--- config.mk ---
export PLATFORM = sky130hd
export DESIGN_NAME = unidade_busca
export DESIGN_NICKNAME = d
export VERILOG_FILES = /design/src/rtl/unidade_busca.sv
export SDC_FILE = /design/constraint.sdc
export NUM_CORES = 1
export LEC_CHECK = 0
export BUFFER_PORTS_ARGS = -buffer_cell sky130_fd_sc_hd__buf_2
export CAP_MARGIN = 20
export CORE_MARGIN = 1
export CORE_UTILIZATION = 34
export CTS_CLUSTER_SIZE = 12
export DETAILED_ROUTE_END_ITERATION = 7
export PLACE_DENSITY = 0.67
export SYNTH_ARGS = -nofsm -noshare
export SYNTH_HDL_FRONTEND = slang
export SYNTH_SLANG_ARGS = --single-unit
--- constraint.sdc ---
create_clock -name clk -period 2.7 [get_ports clk]
set_input_delay 0.135 -clock clk [delete_from_list [all_inputs] [get_ports clk]]
set_output_delay 0.135 -clock clk [all_outputs]
set_load 0.005 [all_outputs]
--- src/rtl/unidade_busca.sv ---
// unidade_busca: instruction fetch stage feeding the multicycle control unit.
//
// Holds the PC, fetches 16-bit instructions over a req/ack memory handshake,
// latches them into the IR and exposes the decoded fields. The next PC is
// selected from EscCP / EscCondCP / FonteCP and the ALU zero flag. A watchdog
// parks the stage in a sticky error state if memory stops acknowledging.
//
// Ports:
//   clk, rst            clock; synchronous active-low reset
//   mem_req, mem_addr   instruction read request / address (always pc)
//   mem_ack, mem_rdata  read data strobe / instruction word
//   EscCP, EscCondCP    unconditional / zero-qualified PC write
//   FonteCP             next-PC source: 00 pc+1, 01 branch, 10 jump, 11 pc+1
//   zero                ALU zero flag
//   ir_valid            IR holds a fetched, not-yet-retired instruction
//   opcode, rd, rs, rt  IR fields [15:12], [11:8], [7:4], [3:0]
//   imm                 IR field [7:0]
//   pc                  current PC
//   fetch_err           sticky watchdog error
//
// state | meaning
// FETCH | mem_req high, waiting for mem_ack; watchdog counting
// HOLD  | IR valid, waiting for control to write the PC
// ERR   | memory never answered; frozen until reset

module unidade_busca #(
  parameter int ADDR_W  = 8,
  parameter int TIMEOUT = 15,
  parameter int TO_W    = 4
) (
  input  logic              clk,
  input  logic              rst,
  output logic              mem_req,
  output logic [ADDR_W-1:0] mem_addr,
  input  logic              mem_ack,
  input  logic [15:0]       mem_rdata,
  input  logic              EscCP,
  input  logic              EscCondCP,
  input  logic [1:0]        FonteCP,
  input  logic              zero,
  output logic              ir_valid,
  output logic [3:0]        opcode,
  output logic [3:0]        rd,
  output logic [3:0]        rs,
  output logic [3:0]        rt,
  output logic [7:0]        imm,
  output logic [ADDR_W-1:0] pc,
  output logic              fetch_err
);

  typedef enum logic [1:0] {FETCH, HOLD, ERR} state_t;

  state_t            state, state_nx;
  logic [15:0]       ir;
  logic [TO_W-1:0]   wd;
  logic [ADDR_W-1:0] next_pc;
  logic [ADDR_W-1:0] pc_inc;
  logic [ADDR_W-1:0] imm_ext;
  logic              pcw;
  logic              ir_load;
  logic              pc_load;
  logic              wd_clr;
  logic              wd_inc;
  logic              err_set;

  assign opcode   = ir[15:12];
  assign rd       = ir[11:8];
  assign rs       = ir[7:4];
  assign rt       = ir[3:0];
  assign imm      = ir[7:0];
  assign mem_addr = pc;
  assign ir_valid = (state == HOLD);
  assign pcw      = EscCP | (EscCondCP & zero);

  // Sized cast of a signed value sign-extends or truncates to ADDR_W.
  assign pc_inc  = pc + ADDR_W'(1);
  assign imm_ext = ADDR_W'(signed'(ir[7:0]));

  always_comb begin
    next_pc = pc_inc;
    case (FonteCP)
      2'b01:   next_pc = pc_inc + imm_ext;
      2'b10:   next_pc = ADDR_W'(ir[11:0]);
      default: next_pc = pc_inc;
    endcase
  end

  always_comb begin
    state_nx = state;
    mem_req  = 1'b0;
    ir_load  = 1'b0;
    pc_load  = 1'b0;
    wd_clr   = 1'b0;
    wd_inc   = 1'b0;
    err_set  = 1'b0;
    case (state)
      FETCH: begin
        mem_req = 1'b1;
        if (mem_ack) begin
          ir_load  = 1'b1;
          wd_clr   = 1'b1;
          state_nx = HOLD;
        end else if (wd == TO_W'(TIMEOUT - 1)) begin
          err_set  = 1'b1;
          state_nx = ERR;
        end else begin
          wd_inc = 1'b1;
        end
      end
      HOLD: begin
        if (pcw) begin
          pc_load  = 1'b1;
          state_nx = FETCH;
        end
      end
      ERR:     state_nx = ERR;
      default: state_nx = FETCH;
    endcase
  end

  always_ff @(posedge clk) begin
    if (!rst) begin
      state     <= FETCH;
      pc        <= '0;
      ir        <= '0;
      wd        <= '0;
      fetch_err <= 1'b0;
    end else begin
      state <= state_nx;
      if (ir_load) ir <= mem_rdata;
      if (pc_load) pc <= next_pc;
      if (wd_clr)      wd <= '0;
      else if (wd_inc) wd <= wd + TO_W'(1);
      if (err_set) fetch_err <= 1'b1;
    end
  end

endmodule

Yosys cells after proc, flatten, opt, wreduce, memory -nomap -nowiden
Index checks and enable logic that the tools add are counted.
{ "classes": {"mux": 16, "n_eq_ne": 7, "n_reduce_logical": 3, "n_bitwise": 3, "addsub": 3} }
{ "ops": {"columns": ["operator", "count"], "rows": [
  ["$pmux 8 s2", 1],
  ["$mux 1", 11],
  ["$add 8x1->8 const B", 1],
  ["$add 8x8->8", 1],
  ["$mux 2", 3],
  ["$pmux 2 s3", 1],
  ["$add 4x1->4 const B", 1],
  ["$eq 2x1->1 const B", 2],
  ["$eq 2x2->1 const B", 2],
  ["$eq 4x4->1 const B", 1],
  ["$ne 3x3->1 const B", 1],
  ["$logic_not 2->1", 1],
  ["$ne 2x1->1 const B", 1],
  ["$reduce_and 2->1", 1],
  ["$reduce_or 2->1", 1],
  ["$and 1x1->1", 1],
  ["$not 1->1", 1],
  ["$or 1x1->1", 1]
]} }
{ "totals": {"reg_bits": 31, "elab_cells": 37, "inputBits": 24, "output_inout_bits": 43} }

Longest topological paths before layout
{ "logic_depth": {"depth_word": 4, "mapped_depth": 11, "ltp_nobuf": 11} }

Worst setup path after synthesis
Ideal clock, no wire load.
{ "synth_path": {"path_type": "register to register", "startpoint": "reg pc[0] (netlist: mem_addr[0])", "endpoint": "reg pc[7] (netlist: mem_addr[7])", "required_time_ns": 2.579, "t_arrival_ns": 2.261, "path_stages_with_launch": 11, "synth_period_minus_slack_ns": 2.381, "setup_time_ns": 0.121, "path_buffers": 0, "setup_slack_ns": 0.319, "path_cell_list": "dfxtp_1 > ha_1 > nand3_1 > xnor2_1 > ha_1 > a21oi_1 > o211ai_1 > a22oi_2 > and4b_1 > a211oi_2 > o21ai_1"} }
{ "synth_between": {"elab_chain_len": 3} }
{ "synth_lines": {"columns": ["item", "line", "rtl"], "rows": [
  ["from (decl)", "47", "output logic [ADDR_W-1:0] pc,"],
  ["from (signal assigned)", "131", "if (pc_load) pc <= next_pc;"],
  ["$add 8x1->8 *", "76", "assign pc_inc = pc + ADDR_W'(1);"],
  ["$add 8x8->8", "82", "2'b01: next_pc = pc_inc + imm_ext;"],
  ["$pmux 8 s2 *", "81", "case (FonteCP)"]
]} }
Mark *: on every way between the ends. The rest lies on a longest branch, timed or not.
A chain may end at the register's enable or synchronous reset.

Worst setup path after layout
Same ends and word-level chain as after synthesis.

==> results.py <==
metrics = {
    "detailed_routing": {
        "detail-route-antenna-nets": 0,
        "vias_per_cell": 5.05,
        "routedWlPerCell_um": 13.0,
        "wl_mm": 4.70,
        "drt_iter0_drc": 85,
        "drc": 0,
        "firstDrtPassIters": 4,
        "vias": 1822,
    },
    "clock_network": {
        "cts.hold.buffers_added": 0,
        "cts_buffers": 5,
        "htreeDepth": 2,
        "cts_num_sinks": 31,
        "clk_latency_ps": 280,
        "cts_tree": "done",
        "clk_pin_slew_worst_paths_ps": 70,
        "cts_root_buffer": "clkbuf_8",
        "clk_path_buf_depth": 2,
        "post_cts_resized": 0,
        "post-cts-setup-buffer-count": 0,
    },
    "worst_hold_path": {
        "hold_start": "mem_rdata[14]",
        "hp-class": "in -> reg",
    },
    "synthesis": {
        "synth_area_leaders": "dfxtp_1, nand2_1, ha_1",
        "synthFlopType": "dfxtp_1",
        "yosysTopAreaCell": "dfxtp_1",
        "async_flop_share": 0,
        "syn_area_sq_mm": 0.00199,
        "synth_cell_type_count": 43,
        "yosys_register_bits": 31,
        "synth_top_area_frac": 0.312,
        "synth-warning-count": 0,
        "synth_cells": 242,
        "synth.avg_cell_area_sq_um": 8.21,
        "synth-edff-count": 0,
        "yosysSeqAreaShare": 0.312,
        "synth.net_count": 280,
    },
    "worst_setup_path": {
        "cp-end-kind": "register",
        "crit_type": "reg -> reg",
        "crit_fanout": 5,
        "start_kind": "register",
        "required_ps": 2870,
        "crit_path_start": "mem_addr[0]",
        "worstPathArrival_ps": 2640,
        "rr_startpoint": "mem_addr[0]",
    },
    "power": {
        "total_power_mw": 1.04,
        "ir_worst_vdd_mv": 0.351,
        "leakage_nw": 1.13,
        "p_per_area_mw_per_mm2": 449,
    },
    "sta": {
        "slew_viol_final": 0,
        "relSlewSlack": 0.559,
        "fin_crit_sh": 0.915,
        "tightest_slew_ps": 660,
        "setup_violations": 0,
        "max_freq_ghz": 0.405,
        "tns_ps": 0,
        "clock_skew_ps": 7.19,
        "setup_ws_ps": 231,
        "rsz0062_at_grt": "no",
        "min_period_ps": 2470,
        "hold_viol": 0,
    },
    "floorplan": {
        "fp.dieW_um": 78.4,
        "die_y_um": 78.4,
        "io_pins": 67,
        "dieArea_sq_mm": 0.00615,
        "start_util": 0.356,
        "num_rows": 27,
        "core_sq_mm": 0.00557,
    },
    "cells_and_area": {
        "drive_above_1_share": 0.273,
        "nets": 326,
        "num-fill-cells": 582,
        "final_common_cell": "buf_2",
        "area_growth_pct": 17.1,
        "diodes": 0,
        "final_cell_mix": "buf_2, nand2_1, dfxtp_1",
    },
    "global_routing": {
        "grt_max_degree": 33,
        "grt_pass1_vias": 1754,
        "grt_usage": 0.166,
        "grt.overflow.total": 0,
        "antenna_found_initial": 0,
        "grt_pass1_wl_mm": 8.06,
    },
    "run_status": {
        "outcome": "complete, no violations",
    },
    "place": {
        "dp_hpwl_mm": 3.39,
        "post-place-ws_ps": 257,
        "portBuffers": 66,
        "place_congestion": 0.872,
    },
    "run": {
        "cap_violations": 0,
    },
}
path summary, 6_finish.rpt:
| kind | to | slack [ps] | cells after the start |
|---|---|---|---|
| min reg2reg | state[1] | 440 | 1 |
| max reg2reg | mem_addr[7] | 230 | 10 |
| min | ir[14] | 90 | 3 |
| max | mem_addr[7] | 230 | 10 |
cell usage after synthesis (2+ instances only):
library cell	count
a2bb2oi_1	2
nand2_1	44
nand2b_1	2
xor2_1	8
a21o_1	3
ha_1	13
nand3b_1	2
a211oi_1	3
dfxtp_1	31
xnor2_1	5
nor3b_1	2
clkbuf_1	12
nor2b_1	8
nor2_1	11
a21boi_0	18
a221o_1	2
nand3_1	9
nand4_1	2
nor3_1	2
a22oi_1	3
buf_4	16
and2_1	2
o21ai_0	7
inv_1	6
a21oi_1	6
a221oi_1	2
o211ai_1	5
flip-flops by register name, summed over array words and instances, names as in the netlist:
name	cells
fetch_err	1
ir	16
mem_addr	8
state	2
wd	4
per-stage QoR:
| step | hold WS [ps] | util | cell area, sq um | instances |
|---|---|---|---|---|
| CTS | 86.6 | 0.418 | 2330 | 361 |
| floorplan | 270 | - | 1990 | 242 |
| global route | 111 | 0.418 | 2330 | 361 |
| detailed placement | 390 | 0.403 | 2250 | 353 |
| global placement | 377 | 0.403 | 2250 | 353 |
| finish | 92.8 | 0.418 | 2330 | 361 |
area by class of cell:
cell class	count	area [sq um]	share of cell area
inverters	6	22.5	0.00968
multi-input cells	176	1170	0.502
repair buffers	68	345	0.148
clock inverters	1	5.00	0.00215
well taps	72	90.1	0.0387
flip-flops and latches	31	621	0.267
clock buffers	7	76.3	0.0328
worst max-delay path: stages (launching register included):
cell and delay [ps]:
dfxtp_1 340, ha_1 250, nand3_1 120, xnor2_1 270
ha_1 330, a21oi_1 170, o211ai_1 180, a22oi_2 210
and4b_1 220, a211oi_2 190, o21ai_1 90
metal layers:
layer | routed length (um) | global-route usage
met1 | 2200 | 0.208
met2 | 2230 | 0.287
met4 | 44 | 0.0556
met5 | 0 | 0
met3 | 215 | 0.0279
power breakdown:
part | leakage, nW | switching [mW] | internal (mW)
logic | 0.834 | 0.105 | 0.0882
registers | 0.253 | 0.0228 | 0.480
clock network | 0.0422 | 0.168 | 0.181
kinds of logic after synthesis:
logic type	count (synthesis)	share of synthesized area
xor+xnor	13	0.0573
fa+ha+maj	14	0.0919
buf+inv	35	0.100
mux	1	0.00504
flops	31	0.312
simple gates	90	0.222
compound gates	58	0.211
Power figures use the tool's default switching activity.
